--- src/rtl/noc_pkg.sv ---
// Shared command codes, length decoders and FSM state types for the NoC host port.
package noc_pkg;

    localparam logic [2:0] CMD_READ  = 3'b001;
    localparam logic [2:0] CMD_WRITE = 3'b010;
    localparam logic [2:0] CMD_RDRSP = 3'b011;
    localparam logic [2:0] CMD_WRRSP = 3'b100;
    localparam logic [2:0] CMD_MSG   = 3'b101;

    typedef enum logic [2:0] {
        T_IDLE,
        T_LOAD,
        T_HDR,
        T_DEST,
        T_SRC,
        T_ADDR,
        T_DATA
    } tx_state_t;

    typedef enum logic [2:0] {
        R_IDLE,
        R_DEST,
        R_SRC,
        R_BODY,
        R_MSGDATA
    } rx_state_t;

    // Address length code 0..3 -> 1/2/4/8 bytes.
    function automatic logic [7:0] alen_bytes(input logic [1:0] alen);
        return 8'd1 << alen;
    endfunction

    // Data length code n -> 2^n bytes (1..128).
    function automatic logic [7:0] dlen_bytes(input logic [2:0] dlen);
        return 8'd1 << dlen;
    endfunction

endpackage

--- src/rtl/noc_host_port_if.sv ---
// Host request/response signals and the byte-serial NoC link, bundled for the host port.
interface noc_host_port_if;
    logic        req_valid;
    logic        req_ready;
    logic        req_write;
    logic [1:0]  req_alen;
    logic [2:0]  req_dlen;
    logic [7:0]  req_dest;
    logic [7:0]  req_src;
    logic [63:0] req_addr;
    logic        wr_valid;
    logic        wr_ready;
    logic [7:0]  wr_byte;
    logic        noc_to_dev_ctl;
    logic [7:0]  noc_to_dev_data;
    logic        noc_from_dev_ctl;
    logic [7:0]  noc_from_dev_data;
    logic        rsp_valid;
    logic        rsp_kind;
    logic [1:0]  rsp_rc;
    logic [7:0]  rsp_len;
    logic        rd_valid;
    logic [7:0]  rd_byte;
    logic        msg_valid;
    logic [7:0]  msg_addr;
    logic [7:0]  msg_data;
    logic        rsp_err;
    logic        rsp_timeout;

    // Host controller / device model side.
    modport master (
        output req_valid, req_write, req_alen, req_dlen, req_dest, req_src, req_addr,
        output wr_valid, wr_byte, noc_from_dev_ctl, noc_from_dev_data,
        input  req_ready, wr_ready, noc_to_dev_ctl, noc_to_dev_data,
        input  rsp_valid, rsp_kind, rsp_rc, rsp_len, rd_valid, rd_byte,
        input  msg_valid, msg_addr, msg_data, rsp_err, rsp_timeout
    );

    // Host port side.
    modport slave (
        input  req_valid, req_write, req_alen, req_dlen, req_dest, req_src, req_addr,
        input  wr_valid, wr_byte, noc_from_dev_ctl, noc_from_dev_data,
        output req_ready, wr_ready, noc_to_dev_ctl, noc_to_dev_data,
        output rsp_valid, rsp_kind, rsp_rc, rsp_len, rd_valid, rd_byte,
        output msg_valid, msg_addr, msg_data, rsp_err, rsp_timeout
    );
endinterface

--- src/rtl/noc_rsp_parser.sv ---
// Device-to-host response parser: decodes read/write responses and messages byte by byte.
//
// state     | meaning
// R_IDLE    | waiting for a header byte (ctl = 1)
// R_DEST    | expecting nonzero destination ID
// R_SRC     | expecting nonzero source ID
// R_BODY    | write length byte, read data bytes, or message address
// R_MSGDATA | expecting message data byte
module noc_rsp_parser
    import noc_pkg::*;
(
    input  logic       clk,
    input  logic       rst,
    input  logic       i_ctl,
    input  logic [7:0] i_data,
    output logic       o_rsp_valid,
    output logic       o_rsp_kind,
    output logic [1:0] o_rsp_rc,
    output logic [7:0] o_rsp_len,
    output logic       o_rd_valid,
    output logic [7:0] o_rd_byte,
    output logic       o_msg_valid,
    output logic [7:0] o_msg_addr,
    output logic [7:0] o_msg_data,
    output logic       o_rsp_err,
    output logic       o_rsp_done
);

    rx_state_t  r_state, w_state_nxt;
    logic [2:0] r_cmd, w_cmd_nxt;
    logic [1:0] r_rc, w_rc_nxt;
    logic [2:0] r_dlen, w_dlen_nxt;
    logic [7:0] r_cnt, w_cnt_nxt;
    logic [7:0] r_addr, w_addr_nxt;
    logic [7:0] w_cnt_inc;
    logic       w_rsp_valid, w_rsp_kind, w_rd_valid, w_msg_valid, w_err;
    logic [7:0] w_len;

    assign w_cnt_inc  = r_cnt + 8'd1;
    assign o_rsp_done = w_rsp_valid;

    // Next-state and pulse decode; a header byte restarts parsing from any state.
    always_comb begin
        w_state_nxt = r_state;
        w_cmd_nxt   = r_cmd;
        w_rc_nxt    = r_rc;
        w_dlen_nxt  = r_dlen;
        w_cnt_nxt   = r_cnt;
        w_addr_nxt  = r_addr;
        w_rsp_valid = 1'b0;
        w_rsp_kind  = 1'b0;
        w_len       = 8'd0;
        w_rd_valid  = 1'b0;
        w_msg_valid = 1'b0;
        w_err       = 1'b0;
        if (i_ctl) begin
            w_err      = (r_state != R_IDLE);
            w_cmd_nxt  = i_data[2:0];
            w_rc_nxt   = i_data[7:6];
            w_dlen_nxt = i_data[5:3];
            w_cnt_nxt  = 8'd0;
            case (i_data[2:0])
                CMD_RDRSP, CMD_WRRSP, CMD_MSG: w_state_nxt = R_DEST;
                default: begin
                    w_err       = 1'b1;
                    w_state_nxt = R_IDLE;
                end
            endcase
        end else begin
            case (r_state)
                R_DEST: begin
                    w_err       = (i_data == 8'd0);
                    w_state_nxt = (i_data == 8'd0) ? R_IDLE : R_SRC;
                end
                R_SRC: begin
                    w_err       = (i_data == 8'd0);
                    w_state_nxt = (i_data == 8'd0) ? R_IDLE : R_BODY;
                end
                R_BODY: begin
                    case (r_cmd)
                        CMD_WRRSP: begin
                            w_rsp_valid = 1'b1;
                            w_rsp_kind  = 1'b1;
                            w_len       = i_data;
                            w_state_nxt = R_IDLE;
                        end
                        CMD_RDRSP: begin
                            w_rd_valid = 1'b1;
                            w_cnt_nxt  = w_cnt_inc;
                            if (w_cnt_inc == dlen_bytes(r_dlen)) begin
                                w_rsp_valid = 1'b1;
                                w_len       = w_cnt_inc;
                                w_state_nxt = R_IDLE;
                            end
                        end
                        default: begin
                            w_addr_nxt  = i_data;
                            w_state_nxt = R_MSGDATA;
                        end
                    endcase
                end
                R_MSGDATA: begin
                    w_msg_valid = 1'b1;
                    w_state_nxt = R_IDLE;
                end
                default: ;
            endcase
        end
    end

    // Parser state and packet scratch registers.
    always_ff @(posedge clk or negedge rst) begin
        if (!rst) begin
            r_state <= R_IDLE;
            r_cmd   <= 3'd0;
            r_rc    <= 2'd0;
            r_dlen  <= 3'd0;
            r_cnt   <= 8'd0;
            r_addr  <= 8'd0;
        end else begin
            r_state <= w_state_nxt;
            r_cmd   <= w_cmd_nxt;
            r_rc    <= w_rc_nxt;
            r_dlen  <= w_dlen_nxt;
            r_cnt   <= w_cnt_nxt;
            r_addr  <= w_addr_nxt;
        end
    end

    // Registered host-facing outputs, one cycle behind the byte that produced them.
    always_ff @(posedge clk or negedge rst) begin
        if (!rst) begin
            o_rsp_valid <= 1'b0;
            o_rsp_kind  <= 1'b0;
            o_rsp_rc    <= 2'd0;
            o_rsp_len   <= 8'd0;
            o_rd_valid  <= 1'b0;
            o_rd_byte   <= 8'd0;
            o_msg_valid <= 1'b0;
            o_msg_addr  <= 8'd0;
            o_msg_data  <= 8'd0;
            o_rsp_err   <= 1'b0;
        end else begin
            o_rsp_valid <= w_rsp_valid;
            o_rd_valid  <= w_rd_valid;
            o_msg_valid <= w_msg_valid;
            o_rsp_err   <= w_err;
            if (w_rsp_valid) begin
                o_rsp_kind <= w_rsp_kind;
                o_rsp_rc   <= r_rc;
                o_rsp_len  <= w_len;
            end
            if (w_rd_valid) o_rd_byte <= i_data;
            if (w_msg_valid) begin
                o_msg_addr <= r_addr;
                o_msg_data <= i_data;
            end
        end
    end

endmodule

--- src/rtl/noc_host_port.sv ---
// Host end of the byte-serial NoC link: command serializer, write staging buffer and response timeout.
//
// state  | meaning
// T_IDLE | no command in flight on the link
// T_LOAD | collecting write data into the staging buffer
// T_HDR  | sending header {alen, dlen, cmd} with ctl = 1
// T_DEST | sending destination ID
// T_SRC  | sending source ID
// T_ADDR | sending address bytes, LSB first
// T_DATA | sending staged write data
module noc_host_port
    import noc_pkg::*;
#(
    parameter int TIMEOUT    = 4096,
    parameter int WBUF_BYTES = 128
) (
    input  logic            clk,
    input  logic            rst,
    noc_host_port_if.slave  bus
);

    localparam int IDXW = (WBUF_BYTES > 1) ? $clog2(WBUF_BYTES) : 1;
    localparam int TMW  = $clog2(TIMEOUT + 1);
    // The counter starts at 1 on the cycle after the last byte, so TIMEOUT must be at least 2.
    localparam logic [TMW-1:0] TMO_MAX  = TMW'(TIMEOUT);
    localparam logic [TMW-1:0] TMO_FIRE = TMW'(TIMEOUT - 1);

    tx_state_t       r_tx, w_tx_nxt;
    logic [7:0]      r_cnt, w_cnt_nxt;
    logic            r_write;
    logic [1:0]      r_alen;
    logic [2:0]      r_dlen;
    logic [7:0]      r_dest, r_src;
    logic [63:0]     r_addr;
    logic [7:0]      r_wbuf [WBUF_BYTES];
    logic            r_outstanding;
    logic            r_tmo_run;
    logic [TMW-1:0]  r_tmo_cnt;
    logic            r_tmo_pulse;
    logic            w_accept, w_wr_en, w_last_byte, w_ctl, w_wr_ready, w_rsp_done;
    logic [7:0]      w_data;

    assign bus.req_ready       = (r_tx == T_IDLE) && !r_outstanding;
    assign bus.wr_ready        = w_wr_ready;
    assign bus.noc_to_dev_ctl  = w_ctl;
    assign bus.noc_to_dev_data = w_data;
    assign bus.rsp_timeout     = r_tmo_pulse;

    // Transmit sequencing and the byte presented on the link this cycle.
    always_comb begin
        w_tx_nxt    = r_tx;
        w_cnt_nxt   = r_cnt;
        w_accept    = 1'b0;
        w_wr_en     = 1'b0;
        w_last_byte = 1'b0;
        w_ctl       = 1'b0;
        w_data      = 8'd0;
        w_wr_ready  = 1'b0;
        case (r_tx)
            T_IDLE: begin
                if (bus.req_valid && !r_outstanding) begin
                    w_accept  = 1'b1;
                    w_cnt_nxt = 8'd0;
                    w_tx_nxt  = bus.req_write ? T_LOAD : T_HDR;
                end
            end
            T_LOAD: begin
                w_wr_ready = 1'b1;
                if (bus.wr_valid) begin
                    w_wr_en   = 1'b1;
                    w_cnt_nxt = r_cnt + 8'd1;
                    if (r_cnt == dlen_bytes(r_dlen) - 8'd1) begin
                        w_cnt_nxt = 8'd0;
                        w_tx_nxt  = T_HDR;
                    end
                end
            end
            T_HDR: begin
                w_ctl    = 1'b1;
                w_data   = {r_alen, r_dlen, r_write ? CMD_WRITE : CMD_READ};
                w_tx_nxt = T_DEST;
            end
            T_DEST: begin
                w_data   = r_dest;
                w_tx_nxt = T_SRC;
            end
            T_SRC: begin
                w_data    = r_src;
                w_cnt_nxt = 8'd0;
                w_tx_nxt  = T_ADDR;
            end
            T_ADDR: begin
                w_data    = r_addr[{r_cnt[2:0], 3'b000} +: 8];
                w_cnt_nxt = r_cnt + 8'd1;
                if (r_cnt == alen_bytes(r_alen) - 8'd1) begin
                    w_cnt_nxt = 8'd0;
                    if (r_write) begin
                        w_tx_nxt = T_DATA;
                    end else begin
                        w_last_byte = 1'b1;
                        w_tx_nxt    = T_IDLE;
                    end
                end
            end
            T_DATA: begin
                w_data    = r_wbuf[r_cnt[IDXW-1:0]];
                w_cnt_nxt = r_cnt + 8'd1;
                if (r_cnt == dlen_bytes(r_dlen) - 8'd1) begin
                    w_cnt_nxt   = 8'd0;
                    w_last_byte = 1'b1;
                    w_tx_nxt    = T_IDLE;
                end
            end
            default: w_tx_nxt = T_IDLE;
        endcase
    end

    // Transmit state register and byte counter.
    always_ff @(posedge clk or negedge rst) begin
        if (!rst) begin
            r_tx  <= T_IDLE;
            r_cnt <= 8'd0;
        end else begin
            r_tx  <= w_tx_nxt;
            r_cnt <= w_cnt_nxt;
        end
    end

    // Request fields are held for the whole command once accepted.
    always_ff @(posedge clk or negedge rst) begin
        if (!rst) begin
            r_write <= 1'b0;
            r_alen  <= 2'd0;
            r_dlen  <= 3'd0;
            r_dest  <= 8'd0;
            r_src   <= 8'd0;
            r_addr  <= 64'd0;
        end else if (w_accept) begin
            r_write <= bus.req_write;
            r_alen  <= bus.req_alen;
            r_dlen  <= bus.req_dlen;
            r_dest  <= bus.req_dest;
            r_src   <= bus.req_src;
            r_addr  <= bus.req_addr;
        end
    end

    // Write staging buffer; contents are meaningless outside a write command, so no reset.
    always_ff @(posedge clk) begin
        if (w_wr_en) r_wbuf[r_cnt[IDXW-1:0]] <= bus.wr_byte;
    end

    // Outstanding flag and response timeout; a completing response beats a same-cycle expiry.
    always_ff @(posedge clk or negedge rst) begin
        if (!rst) begin
            r_outstanding <= 1'b0;
            r_tmo_run     <= 1'b0;
            r_tmo_cnt     <= '0;
            r_tmo_pulse   <= 1'b0;
        end else begin
            r_tmo_pulse <= 1'b0;
            if (w_accept) r_outstanding <= 1'b1;
            else if (w_rsp_done) r_outstanding <= 1'b0;
            if (w_rsp_done) begin
                r_tmo_run <= 1'b0;
                r_tmo_cnt <= '0;
            end else if (w_last_byte && r_outstanding) begin
                r_tmo_run <= 1'b1;
                r_tmo_cnt <= TMW'(1);
            end else if (r_tmo_run) begin
                if (r_tmo_cnt != TMO_MAX) r_tmo_cnt <= r_tmo_cnt + TMW'(1);
                if (r_tmo_cnt == TMO_FIRE) begin
                    r_tmo_pulse   <= 1'b1;
                    r_tmo_run     <= 1'b0;
                    r_outstanding <= 1'b0;
                end
            end
        end
    end

    noc_rsp_parser u_parser (
        .clk         (clk),
        .rst         (rst),
        .i_ctl       (bus.noc_from_dev_ctl),
        .i_data      (bus.noc_from_dev_data),
        .o_rsp_valid (bus.rsp_valid),
        .o_rsp_kind  (bus.rsp_kind),
        .o_rsp_rc    (bus.rsp_rc),
        .o_rsp_len   (bus.rsp_len),
        .o_rd_valid  (bus.rd_valid),
        .o_rd_byte   (bus.rd_byte),
        .o_msg_valid (bus.msg_valid),
        .o_msg_addr  (bus.msg_addr),
        .o_msg_data  (bus.msg_data),
        .o_rsp_err   (bus.rsp_err),
        .o_rsp_done  (w_rsp_done)
    );

endmodule

--- src/flat_wrapper.sv ---
// flat-port wrapper written by rule: the top's interface ports become plain ports
module noc_host_port_flat import noc_pkg::*;
#(
    parameter int TIMEOUT    = 4096,
    parameter int WBUF_BYTES = 128
)
  (clk, rst, bus_req_valid, bus_req_write, bus_req_alen, bus_req_dlen, bus_req_dest, bus_req_src, bus_req_addr, bus_wr_valid, bus_wr_byte, bus_noc_from_dev_ctl, bus_noc_from_dev_data, bus_req_ready, bus_wr_ready, bus_noc_to_dev_ctl, bus_noc_to_dev_data, bus_rsp_valid, bus_rsp_kind, bus_rsp_rc, bus_rsp_len, bus_rd_valid, bus_rd_byte, bus_msg_valid, bus_msg_addr, bus_msg_data, bus_rsp_err, bus_rsp_timeout);
  noc_host_port_if bus_i ();
  input  logic clk;
  input  logic rst;
  input wire logic [$bits(bus_i.req_valid)-1:0] bus_req_valid;
  input wire logic [$bits(bus_i.req_write)-1:0] bus_req_write;
  input wire logic [$bits(bus_i.req_alen)-1:0] bus_req_alen;
  input wire logic [$bits(bus_i.req_dlen)-1:0] bus_req_dlen;
  input wire logic [$bits(bus_i.req_dest)-1:0] bus_req_dest;
  input wire logic [$bits(bus_i.req_src)-1:0] bus_req_src;
  input wire logic [$bits(bus_i.req_addr)-1:0] bus_req_addr;
  input wire logic [$bits(bus_i.wr_valid)-1:0] bus_wr_valid;
  input wire logic [$bits(bus_i.wr_byte)-1:0] bus_wr_byte;
  input wire logic [$bits(bus_i.noc_from_dev_ctl)-1:0] bus_noc_from_dev_ctl;
  input wire logic [$bits(bus_i.noc_from_dev_data)-1:0] bus_noc_from_dev_data;
  output wire logic [$bits(bus_i.req_ready)-1:0] bus_req_ready;
  output wire logic [$bits(bus_i.wr_ready)-1:0] bus_wr_ready;
  output wire logic [$bits(bus_i.noc_to_dev_ctl)-1:0] bus_noc_to_dev_ctl;
  output wire logic [$bits(bus_i.noc_to_dev_data)-1:0] bus_noc_to_dev_data;
  output wire logic [$bits(bus_i.rsp_valid)-1:0] bus_rsp_valid;
  output wire logic [$bits(bus_i.rsp_kind)-1:0] bus_rsp_kind;
  output wire logic [$bits(bus_i.rsp_rc)-1:0] bus_rsp_rc;
  output wire logic [$bits(bus_i.rsp_len)-1:0] bus_rsp_len;
  output wire logic [$bits(bus_i.rd_valid)-1:0] bus_rd_valid;
  output wire logic [$bits(bus_i.rd_byte)-1:0] bus_rd_byte;
  output wire logic [$bits(bus_i.msg_valid)-1:0] bus_msg_valid;
  output wire logic [$bits(bus_i.msg_addr)-1:0] bus_msg_addr;
  output wire logic [$bits(bus_i.msg_data)-1:0] bus_msg_data;
  output wire logic [$bits(bus_i.rsp_err)-1:0] bus_rsp_err;
  output wire logic [$bits(bus_i.rsp_timeout)-1:0] bus_rsp_timeout;
  assign bus_i.req_valid = bus_req_valid;
  assign bus_i.req_write = bus_req_write;
  assign bus_i.req_alen = bus_req_alen;
  assign bus_i.req_dlen = bus_req_dlen;
  assign bus_i.req_dest = bus_req_dest;
  assign bus_i.req_src = bus_req_src;
  assign bus_i.req_addr = bus_req_addr;
  assign bus_i.wr_valid = bus_wr_valid;
  assign bus_i.wr_byte = bus_wr_byte;
  assign bus_i.noc_from_dev_ctl = bus_noc_from_dev_ctl;
  assign bus_i.noc_from_dev_data = bus_noc_from_dev_data;
  assign bus_req_ready = bus_i.req_ready;
  assign bus_wr_ready = bus_i.wr_ready;
  assign bus_noc_to_dev_ctl = bus_i.noc_to_dev_ctl;
  assign bus_noc_to_dev_data = bus_i.noc_to_dev_data;
  assign bus_rsp_valid = bus_i.rsp_valid;
  assign bus_rsp_kind = bus_i.rsp_kind;
  assign bus_rsp_rc = bus_i.rsp_rc;
  assign bus_rsp_len = bus_i.rsp_len;
  assign bus_rd_valid = bus_i.rd_valid;
  assign bus_rd_byte = bus_i.rd_byte;
  assign bus_msg_valid = bus_i.msg_valid;
  assign bus_msg_addr = bus_i.msg_addr;
  assign bus_msg_data = bus_i.msg_data;
  assign bus_rsp_err = bus_i.rsp_err;
  assign bus_rsp_timeout = bus_i.rsp_timeout;
  noc_host_port #(.TIMEOUT(TIMEOUT), .WBUF_BYTES(WBUF_BYTES)) u_core (.clk(clk), .rst(rst), .bus(bus_i));
endmodule
--- config.mk ---
export PLATFORM = sky130hd
export DESIGN_NAME = noc_host_port_flat
export DESIGN_NICKNAME = d
export VERILOG_FILES = /design/src/rtl/noc_pkg.sv /design/src/rtl/noc_host_port_if.sv /design/src/rtl/noc_rsp_parser.sv /design/src/rtl/noc_host_port.sv /design/src/flat_wrapper.sv
export SDC_FILE = /design/constraint.sdc
export NUM_CORES = 1
export LEC_CHECK = 0
export CAP_MARGIN = 20
export CORE_ASPECT_RATIO = 1.2
export CORE_MARGIN = 10
export CORE_UTILIZATION = 35
export CTS_BUF_LIST = sky130_fd_sc_hd__clkbuf_4 sky130_fd_sc_hd__clkbuf_8
export CTS_CLUSTER_DIAMETER = 200
export CTS_CLUSTER_SIZE = 30
export DETAILED_ROUTE_END_ITERATION = 8
export GPL_TIMING_DRIVEN = 1
export PLACE_DENSITY = 0.62
export SETUP_SLACK_MARGIN = 0.5
export SKIP_LAST_GASP = 1
export SYNTH_ARGS = -nofsm -noshare
export SYNTH_HDL_FRONTEND = slang
export SYNTH_HIERARCHICAL = 1
export SYNTH_SLANG_ARGS = --single-unit
export TNS_END_PERCENT = 10
--- constraint.sdc ---
create_clock -name clk -period 3.7 [get_ports clk]
set_input_delay 0.74 -clock clk [delete_from_list [all_inputs] [get_ports clk]]
set_output_delay 0.74 -clock clk [all_outputs]
set_load 0.1 [all_outputs]
==> results by group, run 1 <==
Place
  – Placed cell area: 0.0568 mm2
  – GPL Wtd Cong: 0.969
  – Dpl ws: -0.808 ns
  – PortBufs: 157
  – Placed Instances: 5,320
  – HPWL after DPL: 110,000 um

Drt
  – Final WL: 159,000 um
  – Antenna-violating nets left: 0
  – WL/cell: 29.2 um
  – Starting DRC count in detailed routing: 3,886
  – Drt pass-1 iters: 5
  – Via Count: a little over 30,000
  – DRC viols: 0
  – Via density per instance: 5.67

Clock network
  – CTS tree: done
  – Sink Count: 1,203
  – Clock Latency Late Sink: 0.81 ns
  – TritonCTS buffer count: 46
  – Worst-case clock buffer depth: 3
  – H-tree Lvls: 2
  – Clk root buf: clkbuf_8
  – Clk slew on worst S/H paths: 0.18 ns

Setup path
  – CP Max Fanout: 12
  – RR Startpoint: u_core/r_cnt[0]
  – Reg2reg end: u_core/r_cnt[1]
  – R2R depth: 11
  – Crit path required time: 2.96 ns
  – Crit end category: output port
  – Critical path class: reg -> out
  – Reg2reg setup slack: 0.08 ns
  – CP startpoint kind: flip-flop
  – Crit path DAT: 4.12 ns

STA
  – Tmin final: 4.86 ns
  – PnR worst setup slack: -1.16 ns
  – Pins over their slew limit: 0
  – Final Hold Vio Count: 0
  – Relative slew margins: 0.305
  – # setup viols final: 8
  – Fmax: 0.206 GHz
  – Final Cycle Share: 1.31
  – Skew final: 0.0705 ns
  – Worst Max-Slew Pin Slew: between 1 and 1.5 ns
  – RSZ-0062 raised after global routing: true

Min path
  – Min-Delay Path Depth: 1
  – Worst Hold Launch: bus_wr_byte[2]
  – Hold Path End: u_core/r_wbuf[65][2]
  – Worst min path class: in -> reg

Logic synthesis
  – Area leader, netlist: edfxtp_1
  – Post-synth top area share: 0.629
  – Yosys warns: 6
  – Syn_nets: 3,110
  – Cell area after synthesis: 0.0489 mm2
  – Synthesized instance count: 2,998
  – Synth top area cells: edfxtp_1 63%, dfrtp_1 9.2%, mux2_2 4.9%
  – Mapped Avg Cell Area: approximately 16 um2
  – Unique masters post-synth: 77
  – Commonest cells post-synth: 1,024 x edfxtp_1, 231 x nor2_1, 211 x mux2_2, 179 x dfrtp_1, 135 x nand2_1
  – Post-synth EDFFs: 1,024
  – #FFs+latches synth: ~1,200
  – Asr flop ratio synth: 0.149
  – Sequential area share after synthesis: 0.720
  – Top-count cell post-synth: edfxtp_1
  – Most used DFF post-synth: edfxtp_1

Pwr
  – Pint: 23.2 mW
  – Clock share of power: 0.149
  – Combinational power share: 0.406
  – Net Switching: 12.8 mW
  – Static leakage: 20.0 nW
  – Power Dens Cells: 612 mW/mm2
  – Peak VDD IR: 0.840 mV
  – Sw Ratio: 0.355
  – Flop pwr share: 0.445
  – Tot Pwr: 36.0 mW

Cells and area
  – Final Non-Filler Cells: around 5,400
  – Register Area: ~0.035 mm2
  – Final instance area: 0.0588 mm2
  – Filler Cells Inserted: 12,400
  – Multi-input logic area: 0.0133 mm2
  – Area Overhead vs Synth: 20.3%
  – Layout cells sized above 1: 0.307
  – Count of nets after finishing: ~3,700
  – Core Util, Final: 0.423

Floorplan
  – DIE HEIGHT: approximately 430 um
  – Core ar.: 0.139 mm2
  – # rows: 150
  – Die area: 0.155 mm2
  – Die Width: ~360 um
  – Initial Util: 0.352
  – IO Pins: 158

Job
  – Max-cap viol count: 0

Global routing
  – First-pass GRT wire length: 225,000 um
  – Pin count of the biggest net entering global routing: 83
  – GRT overflow: 0
  – Total track usage: 0.197
  – Initial antenna violation count: 1
  – Vias in the first global route: 30,400

Status
  – Failing checks: negative setup slack
  – Outcome: finished with violations
how the worst max path moves through the flow:
stage                                from                      to  slack [ns]  cells past startpoint
after floorplan           u_core/r_cnt[1]  bus_noc_to_dev_data[3]     -0.0006                     11
after global placement    u_core/r_cnt[2]  bus_noc_to_dev_data[0]       -1.65                     11
final                     u_core/r_cnt[6]  bus_noc_to_dev_data[6]       -1.16                     12
after global routing      u_core/r_cnt[0]  bus_noc_to_dev_data[6]       -1.21                     14
after CTS                 u_core/r_cnt[0]  bus_noc_to_dev_data[6]       -1.05                     12
after detailed placement  u_core/r_cnt[0]  bus_noc_to_dev_data[4]       -0.81                     11
cell type report:
cell class / instances / share of cell area
diodes: 2 / 0.0000851
clock buffers: 72 / 0.0142
clock inverters: 3 / 0.000830
inverters: 24 / 0.00155
multi-input cells: 1559 / 0.226
flip-flops and latches: 1203 / 0.599
well taps: 1824 / 0.0388
repair buffers: 755 / 0.119
layer usage:
| layer | share of wire | up-vias | global-route usage |
|---|---|---|---|
| met1 | 0.39 | 16000 | 0.252 |
| met3 | 0.080 | 312 | 0.0313 |
| met5 | 0 | - | 0 |
| met4 | 0.055 | 0 | 0.0886 |
| li1 | - | 13000 | - |
| met2 | 0.48 | 1545 | 0.328 |
registers in the layout (all words and copies together) (netlist names), 2 cells and up:
signal                      flops
u_core/r_wbuf                1024
u_core/u_parser/o_msg_addr      8
u_core/r_dlen                   3
u_core/u_parser/r_rc            2
u_core/u_parser/r_addr          8
u_core/u_parser/o_rsp_rc        2
u_core/u_parser/r_cnt           8
u_core/u_parser/r_cmd           3
u_core/r_cnt                    8
u_core/u_parser/r_dlen          3
u_core/r_tmo_cnt               13
u_core/u_parser/o_rd_byte       8
u_core/r_alen                   2
u_core/u_parser/r_state         3
u_core/u_parser/o_rsp_len       8
u_core/r_tx                     3
u_core/r_dest                   8
u_core/r_src                    8
u_core/r_addr                  64
u_core/u_parser/o_msg_data      8
repair_timing:
action	4_1_cts	5_1_grt
gates cloned	5	1
hold buffers	1	0
setup endpoints to repair	40	69
gates resized for setup	71	53
hold endpoints to repair	60	0
buffers inserted	18	20
pin swaps	18	19
placed cells by master (no fill, tap or decap), drive strengths merged, types with 9 or more instances in the layout:
master and n:
mux2i 111, a221oi 95, o2111ai 11, edfxtp 1024, nand2 135, and3 13, a22oi 71, nor3 23
inv 23, xor2 11, dfrtp 179, a31oi 17, nand2b 14, xnor2 15, a221o 31, and2 9
o22ai 43, buf 611, nand4 10, o21ai 79, o22a 10, mux2 213, a22o 29, o2bb2ai 13
mux4 96, a21oi 67, nor4 10, clkdlybuf4s50 137, o221ai 20, nand3 47, clkbuf 74, nor2b 20
nor2 232
power by group through the flow:
stage,Clock (mW),Sequential [mW],Combinational (mW)
after floorplan,0,17.0,6.55
after global placement,0,16.3,13.4
after detailed placement,0,16.3,13.4
after CTS,5.50,16.0,14.2
after global routing,5.91,16.1,15.1
final,5.37,16.0,14.6
per-stage QoR:
stage | hold slack, ns | TNS (ns)
2_1_floorplan | 0.444 | -0.000601
3_3_place_gp | 0.457 | -5.64
3_5_place_dp | 0.466 | -3.82
4_1_cts | 0.275 | -8.26
5_1_grt | 0.287 | -8.79
6_report | 0.333 | -8.15
cells by family after synthesis:
| logic type | Yosys count | share of synthesized area |
|---|---|---|
| DFF | 1203 | 0.720 |
| and+or+nand+nor | 559 | 0.0527 |
| AOI/OAI and AO/OA | 549 | 0.0834 |
| muxes | 420 | 0.116 |
| buffers and inverters | 236 | 0.0215 |
| xor gates and xnor gates | 26 | 0.00466 |
| adders and majority gates | 5 | 0.00128 |
critical path, cell delays in order (launching register included):
cell and delay (ns):
dfrtp_1 0.83, buf_4 0.31, nor2_1 0.06, buf_4 0.16, nand2_1 0.37, nor3_1 0.13, buf_4 0.16, a21oi_2 0.21
o2111ai_4 0.16, nor4_4 0.46, buf_4 0.19, o221ai_4 0.11, buf_12 0.20
No activity file was read; power rests on OpenSTA's default activity.
==> run 2: changes to the inputs <==
Settings changed: ABC_AREA set to 1.
==> run 2 against run 1 <==
Effect of this change: the flow still finishes with violations (negative setup slack); sequential share of layout area is 0.23 points lower; count of clock-buffer cells in the layout decreased by 7; setup slack gained 0.60 ns; combinational power fell by 40%; die area grew 3.3%; clock power shrank 2%; wire length decreased by 5.8%; via count grew 15%; flip-flop and latch count is the same; critical path type unchanged; critical endpoint is now bus_noc_to_dev_data[5]; largest power group unchanged; highest routed layer is now met5.
==> results by group, run 2 <==
Setup path
  – Crit path DAT: 3.52 ns (-0.60 ns)
  – Crit end category: output port
  – CP Max Fanout: 5 (-7)
  – R2R depth: 11 (unchanged)
  – CP Launch Point: u_core/r_cnt[0]
  – Crit path required time: 2.96 ns (about the same)
  – RR Startpoint: u_core/r_cnt[0]
  – Critical path class: reg -> out
  – CP startpoint kind: flip-flop

Clock network
  – Worst-case clock buffer depth: 3 (unchanged)
  – Sink Count: 1,203 (unchanged)
  – CTS tree: done
  – Clk root buf: clkbuf_8
  – TritonCTS buffer count: 46 (unchanged)
  – Clock Latency Late Sink: 0.81 ns (about the same)
  – Clk slew on worst S/H paths: 0.18 ns (about the same)
  – H-tree Lvls: 2 (unchanged)

Drt
  – Via density per instance: 5.06 (-11%)
  – Final WL: 150,000 um (-5.8%)
  – WL/cell: 21.3 um (-27%)
  – Via Count: 35,600 (+15%)
  – Starting DRC count in detailed routing: 3,925 (+1.0%)
  – DRC viols: 0 (unchanged)
  – Antenna-violating nets left: 0 (unchanged)
  – Drt pass-1 iters: 6 (+1)

STA
  – RSZ-0062 raised after global routing: true
  – Relative slew margins: 0.330 (+0.0246)
  – PnR worst setup slack: -0.561 ns (+0.598 ns)
  – # setup viols final: 8 (unchanged)
  – Skew final: 0.125 ns (+0.0546 ns)
  – Final Hold Vio Count: 0 (unchanged)
  – Fmax: 0.235 GHz (+14%)
  – Worst Max-Slew Pin Slew: 1.00 ns (-0.0368 ns)
  – Pins over their slew limit: 0 (unchanged)
  – Final Cycle Share: 1.15 (-0.162)
  – Tmin final: 4.26 ns (-0.598 ns)

Logic synthesis
  – Top-count cell post-synth: nand2_1
  – Unique masters post-synth: 51 (-34%)
  – Asr flop ratio synth: 0.149 (unchanged)
  – Cell area after synthesis: 0.0506 mm2 (+3.5%)
  – Syn_nets: 4,845 (+56%)
  – Post-synth top area share: 0.608 (-0.0210)
  – Most used DFF post-synth: edfxtp_1
  – Commonest cells post-synth: 2,203 x nand2_1, 1,024 x edfxtp_1, 306 x nor2_1, 179 x dfrtp_1, 173 x a21oi_1
  – Post-synth EDFFs: 1,024 (unchanged)
  – Synthesized instance count: 4,733 (+58%)
  – #FFs+latches synth: 1,203 (unchanged)
  – Yosys warns: 6 (unchanged)
  – Sequential area share after synthesis: 0.696 (-0.0241)
  – Mapped Avg Cell Area: 10.7 um2 (-34%)
  – Area leader, netlist: edfxtp_1
  – Synth top area cells: edfxtp_1 61%, nand2_1 16%, dfrtp_1 8.9%

Floorplan
  – IO Pins: 158 (unchanged)
  – DIE HEIGHT: 436 um (+1.6%)
  – Core ar.: 0.143 mm2 (+3.1%)
  – Die Width: 367 um (+1.6%)
  – # rows: 152 (+1.3%)
  – Die area: 0.160 mm2 (+3.3%)
  – Initial Util: 0.353 (+0.00117)

Job
  – Max-cap viol count: 0 (unchanged)

Pwr
  – Clock share of power: 0.175 (+0.026)
  – Sw Ratio: 0.336 (-0.0189)
  – Net Switching: 10.1 mW (-21%)
  – Peak VDD IR: 0.489 mV (-42%)
  – Combinational power share: 0.293 (-0.113)
  – Flop pwr share: 0.532 (+0.087)
  – Pint: 19.9 mW (-14%)
  – Power Dens Cells: 508 mW/mm2 (-17%)
  – Static leakage: 23.1 nW (+16%)

Cells and area
  – Largest register FFs: 1,024 (unchanged)
  – Filler Cells Inserted: 13,700 (+10%)
  – Layout cells sized above 1: 0.142 (-0.165)
  – Area Overhead vs Synth: 16.7%
  – Commonest non-fill, non-tap cell in the layout: nand2_1
  – Core Util, Final: 0.412 (-0.0111)
  – Count of nets after finishing: 5,198 (+40%)
  – Commonest cells after routing, fill and taps aside: 2,123 x nand2_1, 1,024 x edfxtp_1, 274 x buf_4, 266 x nor2_1, 176 x dfrtp_1

Place
  – GPL Wtd Cong: 0.890 (-8.1%)
  – PortBufs: 157 (unchanged)
  – Dpl ws: 0.0159 ns (+0.824 ns)
  – HPWL after DPL: 93,900 um (-15%)

Status
  – Outcome: finished with violations
  – Failing checks: negative setup slack

Global routing
  – Initial antenna violation count: 5 (+4)
  – Total track usage: 0.178 (-0.0193)
  – Vias in the first global route: 34,200 (+12%)
  – First-pass GRT wire length: 221,000 um (-1.9%)
  – Pin count of the biggest net entering global routing: 87 (+4.8%)
  – GRT overflow: 0 (unchanged)

Min path
  – Min-Delay Path Depth: 1 (unchanged)
  – Worst min path class: in -> reg
  – Worst Hold Launch: bus_wr_byte[0]
==> run 2: power by group through the flow <==
| stage | combinational, mW | sequential (mW) | clock (mW) |
|---|---|---|---|
| after floorplan | 4.25 | 17.0 | 0 |
| after global routing | 9.47 | 16.0 | 5.76 |
| after detailed placement | 7.85 | 16.3 | 0 |
| after CTS | 8.55 | 16.0 | 5.37 |
| after global placement | 7.77 | 16.2 | 0 |
| final | 8.80 | 16.0 | 5.24 |
==> run 2: worst paths after layout <==
check / slack (ns) / to
worst max-delay path: -0.56 / bus_noc_to_dev_data[5]
worst min-delay path: 0.45 / u_core/r_wbuf[108][0]
worst max register to register: 0.83 / u_core/r_wbuf[111][6]
worst min register to register: 0.49 / u_core/u_parser/o_msg_addr[6]
max in group asynchronous: 2.36 / u_core/r_addr[5]
min in group asynchronous: 0.52 / u_core/r_dest[6]
==> run 2: cells by family (layout without fill, tap and decap cells) <==
logic type	after synthesis	after routing	synth area share
buf+inv	343	715	0.0316
simple gates	2714	2714	0.211
mux	68	68	0.0151
compound gates	381	381	0.0411
flops	1203	1203	0.696
other cells	0	4	0
xor+xnor	19	19	0.00329
fa+ha+maj	5	5	0.00124
==> run 2: layout make-up <==
type | count | area [um2] | area share
flip-flops and latches | 1203 | 35200 | 0.597
repair buffers | 517 | 5710 | 0.0967
clock buffers | 65 | 782 | 0.0132
multi-input cells | 3187 | 14300 | 0.243
inverters | 131 | 524 | 0.00888
clock inverters | 2 | 37.5 | 0.000636
diodes | 4 | 10.0 | 0.000169
well taps | 1925 | 2410 | 0.0408
==> run 2: critical path, cell delays in order (launching register included) <==
cell and delay (ns):
dfrtp_4 0.55, clkinv_8 0.09, buf_12 0.13, buf_16 0.15, buf_16 0.14, nor2_4 0.30, clkbuf_16 0.22, buf_4 0.13
nand2_1 0.06, nand4_1 0.11, o21ai_0 0.13, nand3_1 0.18, nor2_4 0.05, nand2_2 0.09, nand2_1 0.07, nand2_2 0.10
buf_12 0.18
==> run 2: per-layer routing <==
layer | share of wire | vias up | track usage
li1 | - | 16400 | -
met1 | 0.40 | 17400 | 0.231
met2 | 0.48 | 1510 | 0.301
met3 | 0.073 | 283 | 0.0231
met4 | 0.044 | 4 | 0.0709
met5 | 0.00017 | - | 0
==> run 2: timing repair <==
| item | CTS | global route |
|---|---|---|
| resized for setup | 132 | 112 |
| hold buffers | 1 | 0 |
| buffers inserted | 25 | 16 |
| hold endpoints to repair | 70 | 0 |
| endpoints found under the setup margin | 8 | 8 |
| gates cloned | 18 | 7 |
| pin swaps | 42 | 57 |
==> run 2: per-stage QoR <==
step           cell area, um2  cells  hold slack [ns]  setup TNS, ns  power, mW
3_3_place_gp            56400   6896            0.457        -0.0153       24.0
3_5_place_dp            56400   6896            0.462              0       24.1
6_report                59100   7034            0.447          -4.08       30.0
5_1_grt                 59100   7032            0.431          -4.58       31.3
2_1_floorplan           50600   4733            0.444              0       21.3
4_1_cts                 58400   7007            0.416          -4.24       29.9
